$ cat config.mk
export PLATFORM = sky130hd
export DESIGN_NAME = scale_cache_reader
export DESIGN_NICKNAME = d
export VERILOG_FILES = /design/src/rtl/scale_cache_reader.sv
export SDC_FILE = /design/constraint.sdc
export NUM_CORES = 1
export LEC_CHECK = 0
export ABC_AREA = 1
export BUFFER_PORTS_ARGS = -buffer_cell sky130_fd_sc_hd__buf_2
export CORE_ASPECT_RATIO = 0.9
export CORE_MARGIN = 4
export CORE_UTILIZATION = 50
export CTS_BUF_LIST = sky130_fd_sc_hd__clkbuf_2
export DETAILED_ROUTE_END_ITERATION = 8
export HOLD_SLACK_MARGIN = 0.08
export PLACE_DENSITY = 0.73
export SYNTH_ARGS = -nofsm -noshare
export SYNTH_HDL_FRONTEND = slang
export SYNTH_SLANG_ARGS = --single-unit
$ cat constraint.sdc
create_clock -name clk -period 8.4 [get_ports clk]
set_input_delay 2.1 -clock clk [delete_from_list [all_inputs] [get_ports clk]]
set_output_delay 2.1 -clock clk [all_outputs]
set_load 0.02 [all_outputs]
$ cat src/rtl/scale_cache_reader.sv
// Scale cache reader: walks a w x h frame in raster order, issues one scale-cache
// read per pixel and streams the returned pixels out through a 2-entry FIFO.
module scale_cache_reader #(
  parameter int COORD_BITS = 10,
  parameter int DATA_BITS  = 8
) (
  input  logic                  clk,
  input  logic                  resetn,
  input  logic                  start,
  input  logic [COORD_BITS-1:0] frame_w,
  input  logic [COORD_BITS-1:0] frame_h,
  output logic                  ready,
  output logic                  done,
  output logic [COORD_BITS-1:0] scr_raddrX,
  output logic [COORD_BITS-1:0] scr_raddrY,
  output logic                  scr_re,
  input  logic [DATA_BITS-1:0]  scr_q,
  output logic                  out_valid,
  input  logic                  out_ready,
  output logic [DATA_BITS-1:0]  out_data,
  output logic [COORD_BITS-1:0] out_x,
  output logic [COORD_BITS-1:0] out_y,
  output logic                  out_eol,
  output logic                  out_eof
);

  typedef enum logic [1:0] {S_IDLE, S_RUN, S_DRAIN} state_t;

  state_t                state, state_nxt;
  logic [COORD_BITS-1:0] w_lat, h_lat, rx, ry;
  logic                  done_q, start_frame, zero_frame, frame_end;

  logic                  issue_p0, last_x_p0, last_y_p0;
  logic                  vld_p1, eol_p1, eof_p1;
  logic [COORD_BITS-1:0] x_p1, y_p1;

  logic [DATA_BITS-1:0]  fifo_data [2];
  logic [COORD_BITS-1:0] fifo_x [2];
  logic [COORD_BITS-1:0] fifo_y [2];
  logic                  fifo_eol [2];
  logic                  fifo_eof [2];
  logic                  wr_ptr, rd_ptr, push, pop;
  logic [1:0]            count;
  logic [2:0]            credit;

  // Stage p0: read issue. Credit counts the slot freed by a pop this cycle so
  // that one read per cycle is sustained with out_ready held high.
  assign last_x_p0 = (rx == w_lat - COORD_BITS'(1));
  assign last_y_p0 = (ry == h_lat - COORD_BITS'(1));
  assign push      = vld_p1;
  assign pop       = (count != 2'd0) && out_ready;
  assign credit    = {1'b0, count} + {2'b0, vld_p1} - {2'b0, pop};
  assign issue_p0  = (state == S_RUN) && (credit < 3'd2);

  always_ff @(posedge clk) begin
    if (!resetn) state <= S_IDLE;
    else         state <= state_nxt;
  end

  always_comb begin
    state_nxt   = state;
    start_frame = 1'b0;
    zero_frame  = 1'b0;
    frame_end   = 1'b0;
    case (state)
      S_IDLE: begin
        if (start) begin
          if (frame_w == '0 || frame_h == '0) begin
            zero_frame = 1'b1;
          end else begin
            start_frame = 1'b1;
            state_nxt   = S_RUN;
          end
        end
      end
      S_RUN: begin
        if (issue_p0 && last_x_p0 && last_y_p0) state_nxt = S_DRAIN;
      end
      S_DRAIN: begin
        if (pop && fifo_eof[rd_ptr]) begin
          frame_end = 1'b1;
          state_nxt = S_IDLE;
        end
      end
      default: state_nxt = S_IDLE;
    endcase
  end

  always_ff @(posedge clk) begin
    if (!resetn) begin
      w_lat  <= '0;
      h_lat  <= '0;
      rx     <= '0;
      ry     <= '0;
      done_q <= 1'b0;
      vld_p1 <= 1'b0;
    end else begin
      done_q <= zero_frame || frame_end;
      vld_p1 <= issue_p0;
      if (start_frame) begin
        w_lat <= frame_w;
        h_lat <= frame_h;
        rx    <= '0;
        ry    <= '0;
      end else if (issue_p0) begin
        if (last_x_p0) begin
          rx <= '0;
          ry <= ry + COORD_BITS'(1);
        end else begin
          rx <= rx + COORD_BITS'(1);
        end
      end
    end
  end

  // Stage p1: tags travel with the read while the cache produces scr_q.
  always_ff @(posedge clk) begin
    if (issue_p0) begin
      x_p1   <= rx;
      y_p1   <= ry;
      eol_p1 <= last_x_p0;
      eof_p1 <= last_x_p0 && last_y_p0;
    end
  end

  // Stage p2: FIFO capture at the end of the return cycle.
  always_ff @(posedge clk) begin
    if (!resetn) begin
      wr_ptr <= 1'b0;
      rd_ptr <= 1'b0;
      count  <= 2'd0;
    end else begin
      if (push) wr_ptr <= ~wr_ptr;
      if (pop)  rd_ptr <= ~rd_ptr;
      case ({push, pop})
        2'b10:   count <= count + 2'd1;
        2'b01:   count <= count - 2'd1;
        default: count <= count;
      endcase
    end
  end

  always_ff @(posedge clk) begin
    if (push) begin
      fifo_data[wr_ptr] <= scr_q;
      fifo_x[wr_ptr]    <= x_p1;
      fifo_y[wr_ptr]    <= y_p1;
      fifo_eol[wr_ptr]  <= eol_p1;
      fifo_eof[wr_ptr]  <= eof_p1;
    end
  end

  assign ready      = (state == S_IDLE);
  assign done       = done_q;
  assign scr_re     = issue_p0;
  assign scr_raddrX = issue_p0 ? rx : '0;
  assign scr_raddrY = issue_p0 ? ry : '0;

  // Payload is forced to zero when empty so unreset storage never shows.
  assign out_valid = (count != 2'd0);
  assign out_data  = out_valid ? fifo_data[rd_ptr] : '0;
  assign out_x     = out_valid ? fifo_x[rd_ptr]    : '0;
  assign out_y     = out_valid ? fifo_y[rd_ptr]    : '0;
  assign out_eol   = out_valid && fifo_eol[rd_ptr];
  assign out_eof   = out_valid && fifo_eof[rd_ptr];

endmodule

After elaboration in Yosys (flattened, before gate mapping) --
Memories as Yosys holds them, arrays and structs flattened. A register that Yosys moved wholly into a read port is not among the register bits. Index checks and enable logic that the tools add are counted.
Word-level totals: bits in writable memories 60, input port bits 32, output and inout port bits 54, memories kept 5, bits in registers 70, word-level logic and storage cells 91
Cells by class: reductions and logical operators 18, mux-type cells 32, $add $sub $neg 8, order comparisons 1, eq/ne operators 10, bitwise operators 3
Memories:
- fifo_x | words 2, width 10, read ports 1, clocked after Yosys merged registers in 1, write ports 1, RTL line 38 | logic [COORD_BITS-1:0] fifo_x [2];
- fifo_y | words 2, width 10, read ports 1, clocked after Yosys merged registers in 1, write ports 1, RTL line 39 | logic [COORD_BITS-1:0] fifo_y [2];
- fifo_data | words 2, width 8, read ports 1, clocked after Yosys merged registers in 1, write ports 1, RTL line 37 | logic [DATA_BITS-1:0] fifo_data [2];
- fifo_eof | words 2, width 1, read ports 1, clocked after Yosys merged registers in 1, write ports 1, RTL line 41 | logic fifo_eof [2];
- fifo_eol | words 2, width 1, read ports 1, clocked after Yosys merged registers in 1, write ports 1, RTL line 40 | logic fifo_eol [2];
Operators by type and width (count):
- $mux W10 | 5
- $add A10 B1 Y10 const B | 2
- $eq A10 B10 Y1 | 2
- $logic_not A10 Y1 | 2
- $mux W1 | 20
- $sub A10 B1 Y10 const B | 2
- $logic_and A1 B1 Y1 | 8
- $mux W2 | 4
- $mux W8 | 1
- $ne A2 B2 Y1 const B | 3
- $pmux W2 S3 | 1
- $eq A2 B1 Y1 const B | 2
- $eq A2 B2 Y1 const B | 2
- $pmux W2 S2 | 1
- $reduce_and A4 Y1 | 1
- $reduce_bool A2 Y1 | 2
- $add A2 B1 Y3 | 1
- $lt A3 B2 Y1 const B | 1
- $not A1 Y1 | 3
- $sub A3 B1 Y3 | 1
- $add A2 B1 Y2 const B | 1
- $logic_not A2 Y1 | 1
- $logic_or A1 B1 Y1 | 2
- $ne A2 B1 Y1 const B | 1
- other kinds (3) | 3

Depth between registers and ports, before layout --
depth after elaboration 9, depth in mapped cells 16, depth with buffers taken out 16

Worst setup path before layout --
OpenSTA, ideal clock, no wires.
path type input port to output port, start point input out_ready, end point output scr_re, slack 2068 ps, data required time 6300 ps, buffers on the path 0, stages 8, arrival time 4232 ps, path through nand2_1 inv_1 ha_1 or2_2 fa_1 xnor2_2 nand3_4 inv_1
Between the ends: longest elaborated chain between the ends 4
RTL lines:
- from (decl) | RTL line 19 | input logic out_ready,
- $logic_and A1 B1 Y1 | RTL line 51 | assign pop = (count != 2'd0) && out_ready;
- net pop | RTL line 42 | logic wr_ptr, rd_ptr, push, pop;
- $sub A3 B1 Y3 | RTL line 52 | assign credit = {1'b0, count} + {2'b0, vld_p1} - {2'b0, pop};
- $lt A3 B2 Y1 | RTL line 53 | assign issue_p0 = (state == S_RUN) && (credit < 3'd2);
- $logic_and A1 B1 Y1 | RTL line 53
- to (decl) | RTL line 16 | output logic scr_re,
The timed path passes the listed nets, and every way through them passes these cells.

Final worst setup path --
Ends and elaborated chain as after synthesis.

==> qor.yml <==
status:
  status: "finished, final reports clean"
die:
  coreArea_mm2: 0.01153
  fp.dieH_um: 111.4
  initial_core_util: 0.5154
  die_w_um: 122.9
  dieArea_mm2: 0.01369
  rows: 37
  pin_count: 86
clock_tree:
  cts_tree: "built"
  cts.clk_slew.worst_paths_ns: 0.21
  clk_path_buf_depth: 2
  clock-root-buffer: "clkbuf_2"
  cts.repair.resized: 0
  htreeDepth: 4
  post_cts_buffers: 0
  hold_buffers: 0
  clkSinkCount: 131
  cts_buffers: 17
  worstSkewPairLatency_ns: 0.67
logic_synthesis:
  synthArstFlopShare: 0
  synth_flop_cell: "edfxtp_1"
  synth_edf_count: 82
  avgSynthCellArea_um2: 9.210
  synthCells: 645
  ys.warnings.count: 0
  ys_seq_elements: 131
  syn-num-nets: 684
  syn-cell-area_mm2: 0.005941
  synth_cell_type_count: 40
  synth-seq-area-share: 0.5796
global_routing:
  grt_max_degree: 40
  grt_pass1_vias: 4419
  grt_pass1_wl_um: 20970
  antenna_found_initial: 0
  grt.overflow.total: 0
  grt_usage: 0.1920
timing:
  maxSlewHeadroom: 0.3969
  setup_viol: 0
  tns_ns: 0
  holdWs_ns: 0.4457
  period_needed_ns: 6.657
  rsz0062_at_grt: "false"
  worstMarginPinSlew_ns: 0.9037
  period_share: 0.7926
  hold_viol: 0
  max_freq_ghz: 0.1502
  finClkSkew_ns: 0.04638
  slew_violations: 0
  fin_ws_ns: 1.743
finish:
  utilization: 0.5892
  syn_to_final_growth_pct: 14.32
  drive_gt1_frac: 0.2080
  fillCellCount: 1044
  diodes: 0
  nets: 776
setup_path:
  path_max_fanout: 27
  path_buf_inv: 6
  max_stage_delay_ns: 0.41
  cp-end-kind: "output port"
  path_cells: "buf_2 > nand2_1 > inv_1 > ha_1 > or2_2 > fa_1 > xnor2_2 > nand3_4 > buf_4 > inv_1 > buf_4 > buf_2"
  worst-setup-path-type: "in2out"
  ff2ff_path_depth: 15
  r2r_slack_ns: 4.81
  worstReg2RegStart: "count[1]"
  critPathSlowestCell: "fa_1"
  crit_path_start_kind: "primary input"
  critical-path-top-delay-family: "buffers and inverters"
  critical_path_arrival_ns: 4.56
  worstReg2RegEnd: "rx[4]"
  worstPathRequired_ns: 6.30
place:
  gp_congestion: 0.8602
  place_ws_ns: 1.706
  dp_hpwl_um: 9077
  port_buffers: 85
worst_hold_path:
  hold_start: "y_p1[7]"
  hold_path_end: "fifo_y[1][7]"
  hold_class: "reg2reg"
  whs_path_depth: 0
drt:
  drc: 0
  ant_nets: 0
  via_per_inst: 5.110
  routed_wl_um: 12510
  drtIter0Drc: 315
  drt_first_pass_iters: 5
  wl_per_cell_um: 13.80
  vias: 4630
flow_run:
  drv_cap: 0
power:
  ir_drop_mv: 0.1595
  p_per_area_mw_per_mm2: 224.5
  power_leakage_uw: 0.002786
report_power, final:
| part | internal [uW] | switching, uW | total [uW] |
|---|---|---|---|
| combinational | 104 | 240 | 344 |
| sequential | 750 | 27.8 | 778 |
| clock | 148 | 255 | 403 |
cell usage after synthesis (7+ instances only):
library cell	instances	share of area
a21oi_1	72	0.061
clkbuf_1	13	0.0082
dfxtp_1	49	0.17
edfxtp_1	82	0.41
inv_1	55	0.035
nand2_1	154	0.097
nand2_2	7	0.0074
nand3_1	33	0.028
nand4_1	8	0.0084
nor2_1	65	0.041
nor3_1	11	0.0093
o21ai_0	22	0.019
xor2_1	17	0.025
worst reg2reg max path, cell delays in order (launching register included):
cell and delay [ns]:
dfxtp_1 0.54, nor2_2 0.08, inv_1 0.08, nand2_1 0.07, inv_1 0.13, ha_1 0.24, or2_2 0.30, fa_1 0.41
xnor2_2 0.18, nand3_4 0.12, buf_4 0.25, inv_1 0.08, buf_4 0.30, nand4_2 0.34, nand2_2 0.27, nor3b_1 0.08
cells in the final DEF (no fill, tap or decap), types with 3 or more instances in the layout:
| cell type | Yosys | final |
|---|---|---|
| buf_2 | 2 | 85 |
| nand2_2 | 7 | 7 |
| xnor2_1 | 4 | 4 |
| clkinv_4 | 0 | 3 |
| ha_1 | 6 | 6 |
| inv_2 | 5 | 5 |
| buf_4 | 2 | 6 |
| nand3_1 | 33 | 33 |
| nand4_1 | 8 | 8 |
| a21oi_1 | 72 | 72 |
| inv_1 | 55 | 55 |
| edfxtp_1 | 82 | 82 |
| nor2_2 | 4 | 6 |
| nand2_1 | 154 | 154 |
| xor2_1 | 17 | 17 |
| nor3_1 | 11 | 11 |
| nor4_1 | 6 | 6 |
| o21ai_0 | 22 | 22 |
| inv_6 | 0 | 5 |
| nor2_1 | 65 | 63 |
| nor3b_1 | 3 | 3 |
| clkbuf_2 | 0 | 18 |
| dfxtp_1 | 49 | 49 |
layer usage:
layer	routed length [um]	track usage
met1	5933	0.2656
met2	5758	0.3020
met3	690	0.04774
met4	123	0.05299
met5	0	0
state kept, by name, summed over array words and instances, names as in the netlist, 2 cells and up, named ones only:
register and count:
state 2, rx 10, y_p1 10, ry 10, fifo_eol 2, h_lat 10
count 2, x_p1 10, fifo_data 16, fifo_x 20, fifo_eof 2, w_lat 10
fifo_y 20
worst max path at each step:
stage,slack [ns],cells after the start,from,to
after global routing,1.59,12,out_ready,scr_re
after floorplan,2.07,8,out_ready,scr_re
final,1.74,12,out_ready,scr_re
after CTS,1.70,12,out_ready,scr_re
after global placement,1.76,12,out_ready,scr_re
after detailed placement,1.71,12,out_ready,scr_re
through the flow:
stage          std cells  power, uW  instance area [um^2]
2_1_floorplan        645       1030                  5941
3_3_place_gp         874       1129                  6534
3_5_place_dp         874       1141                  6534
4_1_cts              906       1540                  6792
5_1_grt              906       1614                  6792
6_report             906       1524                  6792
cells by family after synthesis:
family	synth area share
AOI/OAI and AO/OA	0.08762
xor gates and xnor gates	0.03370
adders and majority gates	0.01601
buffers and inverters	0.05223
DFF	0.5796
muxes	0.001685
and+or+nand+nor	0.2291
cell type report:
class                   count  area [um^2]  area share
flip-flops and latches    131         3443      0.5070
multi-input cells         434         2192      0.3228
repair buffers             91        470.5     0.06927
inverters                  62        232.7     0.03427
well taps                 156        195.2     0.02874
clock inverters            14        167.7     0.02469
clock buffers              18        90.09     0.01326
No activity file was read; power rests on OpenSTA's default activity.
